<file path="config.mk">
export PLATFORM = sky130hd
export DESIGN_NAME = alu_operand_loader_flat
export DESIGN_NICKNAME = d
export VERILOG_FILES = /design/src/rtl/alu_operand_loader_if.sv /design/src/rtl/alu_operand_loader.sv /design/src/flat_wrapper.sv
export SDC_FILE = /design/constraint.sdc
export NUM_CORES = 1
export LEC_CHECK = 0
export CAP_MARGIN = 10
export CORE_MARGIN = 1
export CORE_UTILIZATION = 47
export DETAILED_ROUTE_END_ITERATION = 10
export GPL_TIMING_DRIVEN = 1
export PLACE_DENSITY = 0.78
export SYNTH_ARGS = -nofsm -noshare
export SYNTH_HDL_FRONTEND = slang
export SYNTH_SLANG_ARGS = --single-unit
</file>
<file path="constraint.sdc">
create_clock -name clk -period 1.35 [get_ports clk]
set_input_delay 0.2025 -clock clk [delete_from_list [all_inputs] [get_ports clk]]
set_output_delay 0.2025 -clock clk [all_outputs]
set_load 0.1 [all_outputs]
</file>
<file path="src/rtl/alu_operand_loader_if.sv">
`default_nettype none
// ============================================================================
// Module      : alu_operand_loader_if
// Description : Switch/button inputs and active-low ALU operand outputs
//               of the operand loader.
// Revision    : 1.0 - initial release
// ============================================================================
interface alu_operand_loader_if;
    logic [3:0] sw_n;
    logic       btn_n;
    logic [3:0] a_n;
    logic [3:0] b_n;
    logic [2:0] op_n;
    logic [3:0] stage_n;
    logic       valid;

    // Board side: drives the switches and button, observes captured values
    modport master (
        output sw_n,
        output btn_n,
        input  a_n,
        input  b_n,
        input  op_n,
        input  stage_n,
        input  valid
    );

    // Loader side
    modport slave (
        input  sw_n,
        input  btn_n,
        output a_n,
        output b_n,
        output op_n,
        output stage_n,
        output valid
    );
endinterface
`default_nettype wire

</file>
<file path="src/rtl/alu_operand_loader.sv">
`default_nettype none
// ============================================================================
// Module      : alu_operand_loader
// Description : Captures ALU operand A, operand B and opcode from active-low
//               switches, one field per debounced button press.
// Revision    : 1.0 - initial release
// ============================================================================
module alu_operand_loader #(
    parameter int DEBOUNCE_CYCLES = 50000,
    parameter int CNT_W           = 16
) (
    input  wire                  clk,
    input  wire                  rst,
    alu_operand_loader_if.slave  bus
);

    localparam logic [CNT_W-1:0] c_CNT_LAST = CNT_W'(DEBOUNCE_CYCLES - 1);
    localparam logic [CNT_W-1:0] c_CNT_ONE  = CNT_W'(1);

    typedef enum logic [1:0] {
        ST_A   = 2'd0,
        ST_B   = 2'd1,
        ST_OP  = 2'd2,
        ST_RUN = 2'd3
    } state_t;

    logic             r_btn_s1;
    logic             r_btn_s2;
    logic [3:0]       r_sw_s1;
    logic [3:0]       r_sw_s2;
    logic             r_btn_db;
    logic [CNT_W-1:0] r_cnt;
    logic             r_press;

    state_t           r_state;
    logic [3:0]       r_a_n;
    logic [3:0]       r_b_n;
    logic [2:0]       r_op_n;
    logic [3:0]       r_stage_n;
    logic             r_valid;

    always_ff @(posedge clk) begin
        if (rst) begin
            r_btn_s1 <= 1'b1;
            r_btn_s2 <= 1'b1;
            r_sw_s1  <= 4'hF;
            r_sw_s2  <= 4'hF;
        end else begin
            r_btn_s1 <= bus.btn_n;
            r_btn_s2 <= r_btn_s1;
            r_sw_s1  <= bus.sw_n;
            r_sw_s2  <= r_sw_s1;
        end
    end

    // Debounced state is active-low like the pin: 1 = released.
    // The press pulse is registered so it lands one edge after the accept.
    always_ff @(posedge clk) begin
        if (rst) begin
            r_btn_db <= 1'b1;
            r_cnt    <= '0;
            r_press  <= 1'b0;
        end else begin
            r_press <= 1'b0;
            if (r_btn_s2 == r_btn_db) begin
                r_cnt <= '0;
            end else if (r_cnt == c_CNT_LAST) begin
                r_btn_db <= r_btn_s2;
                r_cnt    <= '0;
                r_press  <= ~r_btn_s2;
            end else begin
                r_cnt <= r_cnt + c_CNT_ONE;
            end
        end
    end

    always_ff @(posedge clk) begin
        if (rst) begin
            r_state   <= ST_A;
            r_a_n     <= 4'hF;
            r_b_n     <= 4'hF;
            r_op_n    <= 3'h7;
            r_stage_n <= 4'b1110;
            r_valid   <= 1'b0;
        end else if (r_press) begin
            case (r_state)
                ST_A: begin
                    r_a_n     <= r_sw_s2;
                    r_state   <= ST_B;
                    r_stage_n <= 4'b1101;
                    r_valid   <= 1'b0;
                end
                ST_B: begin
                    r_b_n     <= r_sw_s2;
                    r_state   <= ST_OP;
                    r_stage_n <= 4'b1011;
                    r_valid   <= 1'b0;
                end
                ST_OP: begin
                    r_op_n    <= r_sw_s2[2:0];
                    r_state   <= ST_RUN;
                    r_stage_n <= 4'b0111;
                    r_valid   <= 1'b1;
                end
                default: begin
                    r_state   <= ST_A;
                    r_stage_n <= 4'b1110;
                    r_valid   <= 1'b0;
                end
            endcase
        end
    end

    assign bus.a_n     = r_a_n;
    assign bus.b_n     = r_b_n;
    assign bus.op_n    = r_op_n;
    assign bus.stage_n = r_stage_n;
    assign bus.valid   = r_valid;

endmodule
`default_nettype wire

</file>
<file path="src/flat_wrapper.sv">
// flat-port wrapper written by rule: the top's interface ports become plain ports
module alu_operand_loader_flat 
#(
    parameter int DEBOUNCE_CYCLES = 50000,
    parameter int CNT_W           = 16
)
  (clk, rst, bus_sw_n, bus_btn_n, bus_a_n, bus_b_n, bus_op_n, bus_stage_n, bus_valid);
  alu_operand_loader_if bus_i ();
  input  wire clk;
  input  wire rst;
  input wire logic [$bits(bus_i.sw_n)-1:0] bus_sw_n;
  input wire logic [$bits(bus_i.btn_n)-1:0] bus_btn_n;
  output wire logic [$bits(bus_i.a_n)-1:0] bus_a_n;
  output wire logic [$bits(bus_i.b_n)-1:0] bus_b_n;
  output wire logic [$bits(bus_i.op_n)-1:0] bus_op_n;
  output wire logic [$bits(bus_i.stage_n)-1:0] bus_stage_n;
  output wire logic [$bits(bus_i.valid)-1:0] bus_valid;
  assign bus_i.sw_n = bus_sw_n;
  assign bus_i.btn_n = bus_btn_n;
  assign bus_a_n = bus_i.a_n;
  assign bus_b_n = bus_i.b_n;
  assign bus_op_n = bus_i.op_n;
  assign bus_stage_n = bus_i.stage_n;
  assign bus_valid = bus_i.valid;
  alu_operand_loader #(.DEBOUNCE_CYCLES(DEBOUNCE_CYCLES), .CNT_W(CNT_W)) u_core (.clk(clk), .rst(rst), .bus(bus_i));
endmodule
</file>
---- Word-level counts from Yosys, hierarchy flattened ----
Cells that the tools add are included.
storage, ports and cells
  flip-flop bits (word level) ............. 46
  input bits .............................. 7
  output and inout port bits .............. 16
  logic and storage cells ................. 31
operators by class
  add/subtract/negate cells ............... 1
  eq/ne operators ......................... 4
  muxes and demuxes ....................... 3
  bitwise operators ....................... 3
  reductions and logical operators ........ 7
operator list
  kind                     count
  $add A16 B1 Y16 const B  1
  $eq A16 B16 Y1 const B   1
  $pmux W4 S3              1
  $reduce_and A2 Y1        4
  $pmux W2 S3              1
  $reduce_or A3 Y1         2
  $not A1 Y1               3
  $eq A2 B1 Y1 const B     1
  $eq A2 B2 Y1 const B     1
  $logic_not A2 Y1         1
  $eq A1 B1 Y1             1
  $mux W1                  1

---- Longest topological paths before layout ----
  depth in word-level cells ............... 3
  gate-level depth with buffers ........... 6
  mapped depth without buffers ............ 6

---- Least setup slack after synthesis ----
OpenSTA, ideal clock, no wires.
  path kind ............................... register to register
  start ................................... reg u_core.r_cnt[0]
  end ..................................... reg u_core.r_cnt[15]
  library setup time ...................... 115 ps
  arrival time ............................ 1254 ps
  required time ........................... 1235 ps
  path slack .............................. -19 ps
  stages on the path, launching flop included .. 7
  buffers on the path ..................... 1
  period minus slack after synthesis ...... 1369 ps
  cells stage by stage .................... dfxtp_1 ha_1 and3_1 nand4_1 nand2_2 buf_6 nor2_1
on the way
  word-level cells in the longest chain between the ends .. 2
  elaborated cells on any way between the ends .. 3
  classes of those cells .................. add/sub (1); eq/ne (1); reduce/logical (1)
ends and longest elaborated chain
  item                                                                     line                      source
  from (decl)                                                              alu_operand_loader.sv:32  logic [CNT_W-1:0] r_cnt;
  from (signal assigned)                                                   alu_operand_loader.sv:72  r_cnt <= r_cnt + c_CNT_ONE;
  parallel branches: the longest is 2 deep, another holds $add A16 B1 Y16  --
Parallel ways; which one is timed is not known.
A chain may end at the register's enable or synchronous reset.

---- Worst setup path after layout ----
  start ................................... reg u_core.r_cnt[12]
  end ..................................... reg u_core.r_cnt[14]
Same word-level chain as after synthesis.

==> tab_implementation.tex <==
\begin{tabular}{lr}
\hline
Metric & Value \\
\hline
\multicolumn{2}{l}{\textbf{Run status}} \\
Run status & complete, but fails checks \\
Violated checks & setup timing \\
\multicolumn{2}{l}{\textbf{Run}} \\
Max capacitance violation total & 0 \\
\multicolumn{2}{l}{\textbf{Routing}} \\
Violation count after the first detailed-route iteration & 79 \\
Antenna Nets Post-Route & 0 \\
Number of remaining DRC errors & 0 \\
Drt wl/cell & 14.87 µm \\
Vias & 1416 \\
Final WL & 3.910 mm \\
Count of TritonRoute iterations in the first routing pass & 4 \\
Vias per cell & 5.384 \\
\multicolumn{2}{l}{\textbf{Global routing}} \\
Overall fraction of global-route tracks in use & 19.52\% \\
Antenna violations before repair & 0 \\
GRT overflow & 0 \\
Largest net degree at the start of global routing & 24 \\
Wire length of the first global-routing pass & 6.051 mm \\
Number of global-route vias before repair & 1378 \\
\multicolumn{2}{l}{\textbf{Worst setup path}} \\
Cell-by-cell trace of the critical path & buf\_4 > nand4\_1 > nor4\_2 > xnor2\_1 > nor2\_1 \\
Kind of launch point of the worst setup path & register \\
CP required & 1.54 ns \\
Arr. time, crit path & 1.66 ns \\
Kind of capture point of the worst setup path & register \\
Critical-path maximum fanout & 3 \\
Critical path class & reg -> reg \\
Critical path's largest stage delay & 0.41 ns \\
CP max stage cell & sky130\_fd\_sc\_hd\_\_nor4\_2 \\
\multicolumn{2}{l}{\textbf{Timing}} \\
Slew headroom & 74.76\% \\
Total count of hold-check failures in the final report & 0 \\
Post-Route Skew & $\sim$0.0032 ns \\
Highest attainable clock frequency & 682.3 MHz \\
Slew Viols, Final & 0 \\
Share of the clock period used by the worst path after layout & 108.6\% \\
Final worst setup slack & -0.1156 ns \\
Setup repair after global routing missed its margin & true \\
Setup Viol. Count Final & 4 \\
Period minus WS final & 1.466 ns \\
Actual slew at the worst max-slew pin & 0.3772 ns \\
\multicolumn{2}{l}{\textbf{Power and ir drop}} \\
Pwr dens & 966.9 nW/µm² \\
Comb pwr share & approximately 2.4\% \\
Worst vdd ir & 954.8 µV \\
Leak pwr & 0.9676 nW \\
Portion of total power attributed to the clock network & 41.2\% \\
Internal Pwr Total & 1.957 mW \\
Switching pwr & 483.5 µW \\
Total power consumption of the routed design & 2.440 mW \\
Switching fraction of total power & 19.81\% \\
Part of the power in registers & a little under three fifths \\
\multicolumn{2}{l}{\textbf{Die}} \\
Core Rows & 21 \\
Die ar. & 4039 µm² \\
Effective utilization at floorplan & 51.33\% \\
Number of I/O pins & 23 \\
Std-Cell Core Area & 3468 µm² \\
Die span in y & 63.55 µm \\
Die W & 63.55 µm \\
\multicolumn{2}{l}{\textbf{Synth}} \\
Unique cell type count in the Yosys netlist & 29 \\
Syn avg cell area & 10.12 µm² \\
Share of the synthesized area in the top cell type & 51.72\% \\
Total of flip-flops plus latches after synthesis & 46 \\
Portion of the post-synthesis area used by sequential elements & 51.72\% \\
Net count after synthesis & between 150 and 200 \\
Warnings, synthesis & 0 \\
Dominant cells by area after synthesis & sky130\_fd\_sc\_hd\_\_dfxtp\_1 52\%, sky130\_fd\_sc\_hd\_\_xnor2\_1 6.4\%, sky130\_fd\_sc\_hd\_\_a211o\_1 5.4\% \\
Synthesized instance count & roughly 180 \\
Mapped Area & between 1500 and 2000 µm² \\
Cell type contributing the most total cell area after synthesis & sky130\_fd\_sc\_hd\_\_dfxtp\_1 \\
\multicolumn{2}{l}{\textbf{Cells and area}} \\
Most frequent standard cell in the layout excluding fill and tap cells & sky130\_fd\_sc\_hd\_\_dfxtp\_1 \\
Highest-count cells in the layout ignoring fill and taps & 37 x sky130\_fd\_sc\_hd\_\_dfxtp\_1, 23 x sky130\_fd\_sc\_hd\_\_nor2\_1, 17 x sky130\_fd\_sc\_hd\_\_buf\_12 \\
Area overhead of the layout relative to synthesis & 41.74\% \\
Nets & between 200 and 250 \\
Diodes inserted & 0 \\
Fraction of layout instances using a drive strength above 1 & 35.48\% \\
Final core area utilization & 72.76\% \\
Filler cells & 232 \\
\multicolumn{2}{l}{\textbf{Clock tree}} \\
Master cell of the clock root buffer & sky130\_fd\_sc\_hd\_\_clkbuf\_8 \\
Clock transition at the register clock pins on the worst setup and hold paths after CTS & 0.08 ns \\
Number of H-tree levels & 2 \\
CTS buffer count & 5 \\
Later-pin clock latency in the skew report & 0.30 ns \\
Max clock buf depth & 2 \\
TritonCTS clock tree & done \\
Hold-fix buffer count after cts & 0 \\
Clk sinks & 46 \\
\multicolumn{2}{l}{\textbf{Placement}} \\
Last weighted congestion value of the routability-driven placer & $\sim$0.73 \\
Number of port buffers & 22 \\
DP Wirelength & roughly 2.7 mm \\
\multicolumn{2}{l}{\textbf{Min path}} \\
HP Class & reg -> reg \\
\hline
\end{tabular}
## power groups by stage
stage | combinational, mW | clock [mW] | sequential [mW]
after CTS | 0.0592 | 1.02 | 1.38
after floorplan | 0.0280 | 0 | 1.41
after global placement | 0.0566 | 0 | 1.41
after global routing | 0.0655 | 1.08 | 1.38
after detailed placement | 0.0584 | 0 | 1.41
final | 0.0595 | 1.00 | 1.38
## cells by family after synthesis
kind of cell	synth area share (%)
AND/OR/NAND/NOR	25.44
AO/OA/AOI/OAI	6.957
adder cells (fa/ha/maj)	4.216
multiplexers	1.687
flip-flops	51.72
buffers and inverters	2.599
XOR/XNOR	7.379
## state kept, by name, indices dropped and copies added, names as in the netlist
signal,count
u_core.bus.a_n,4
u_core.bus.b_n,4
u_core.bus.op_n,3
u_core.bus.stage_n,4
u_core.bus.valid,1
u_core.r_btn_db,1
u_core.r_btn_s1,1
u_core.r_btn_s2,1
u_core.r_cnt,16
u_core.r_press,1
u_core.r_state,2
u_core.r_sw_s1,4
u_core.r_sw_s2,4
## area by class of cell
class	instances	area (µm²)	share of cell area (%)
clock buffers	5	68.82	2.727
clock inverters	3	45.04	1.785
inverters	4	15.01	0.5949
multi-input cells	120	884.6	35.05
flip-flops and latches	46	932.1	36.94
well taps	46	57.56	2.281
repair buffers	39	520.5	20.62
## cell usage after synthesis
master and count:
sky130_fd_sc_hd__buf_2 1, sky130_fd_sc_hd__xor2_1 2, sky130_fd_sc_hd__a21oi_1 1, sky130_fd_sc_hd__xnor2_1 13, sky130_fd_sc_hd__nand2_2 1, sky130_fd_sc_hd__a211o_1 11, sky130_fd_sc_hd__a211oi_1 1, sky130_fd_sc_hd__nor2_1 23
sky130_fd_sc_hd__and4_1 1, sky130_fd_sc_hd__nand3_1 2, sky130_fd_sc_hd__clkbuf_1 3, sky130_fd_sc_hd__buf_1 1, sky130_fd_sc_hd__nor4_2 1, sky130_fd_sc_hd__o21ai_0 3, sky130_fd_sc_hd__nand3_2 2, sky130_fd_sc_hd__dfxtp_1 46
sky130_fd_sc_hd__and3_1 13, sky130_fd_sc_hd__buf_6 1, sky130_fd_sc_hd__nand4_1 3, sky130_fd_sc_hd__mux2i_1 3, sky130_fd_sc_hd__or2_2 10, sky130_fd_sc_hd__inv_1 4, sky130_fd_sc_hd__ha_1 6, sky130_fd_sc_hd__nand2_1 8
sky130_fd_sc_hd__nor4_1 5, sky130_fd_sc_hd__nor3_1 3, sky130_fd_sc_hd__nor4b_1 2, sky130_fd_sc_hd__nand2b_1 5, sky130_fd_sc_hd__nand4_4 1
## final timing paths
| check | startpoint | to | slack, ns | cells past startpoint |
|---|---|---|---|---|
| min | u_core.r_sw_s1[2] | u_core.r_sw_s2[2] | 0.41 | 1 |
| min reg2reg | u_core.r_sw_s1[2] | u_core.r_sw_s2[2] | 0.41 | 1 |
| max reg2reg | u_core.r_cnt[12] | u_core.r_cnt[14] | -0.12 | 5 |
| max | u_core.r_cnt[12] | u_core.r_cnt[14] | -0.12 | 5 |
## through the flow
stage	worst slack [ns]	TNS [ns]	instance area, µm²	hold WS (ns)	instances
CTS	-0.02085	-0.03488	2464	0.4124	263
floorplan	0.006820	0	1785	0.3063	176
global route	-0.1681	-0.5318	2524	0.4273	263
detailed placement	-0.1578	-2.190	2325	0.3928	254
global placement	-0.04941	-0.6614	2325	0.3912	254
finish	-0.1156	-0.2526	2524	0.4113	263
## timing repair
item | 4_1_cts | 5_1_grt
pin swaps | 1 | 3
resized for setup | 3 | 19
endpoints found under the hold margin | 0 | 0
setup endpoints to repair | 18 | 28
setup buffers | 1 | 0
## per-layer routing
metal | vias to the layer above | part of all wire, % | GRT usage [%]
met5 | - | 0 | 0
met4 | 0 | 2.7 | 9.659
met3 | 12 | 4.0 | 3.804
met2 | 48 | 53 | 35.77
met1 | 672 | 40 | 21.02
li1 | 684 | - | -
## worst max-delay path, delay by kind of cell (launching register included)
family                 cells  cell delay, ns
XOR/XNOR                   1            0.21
buffers and inverters      1            0.14
flip-flops                 1            0.36
AND/OR/NAND/NOR            3            0.66
Power figures use the tool's default switching activity.
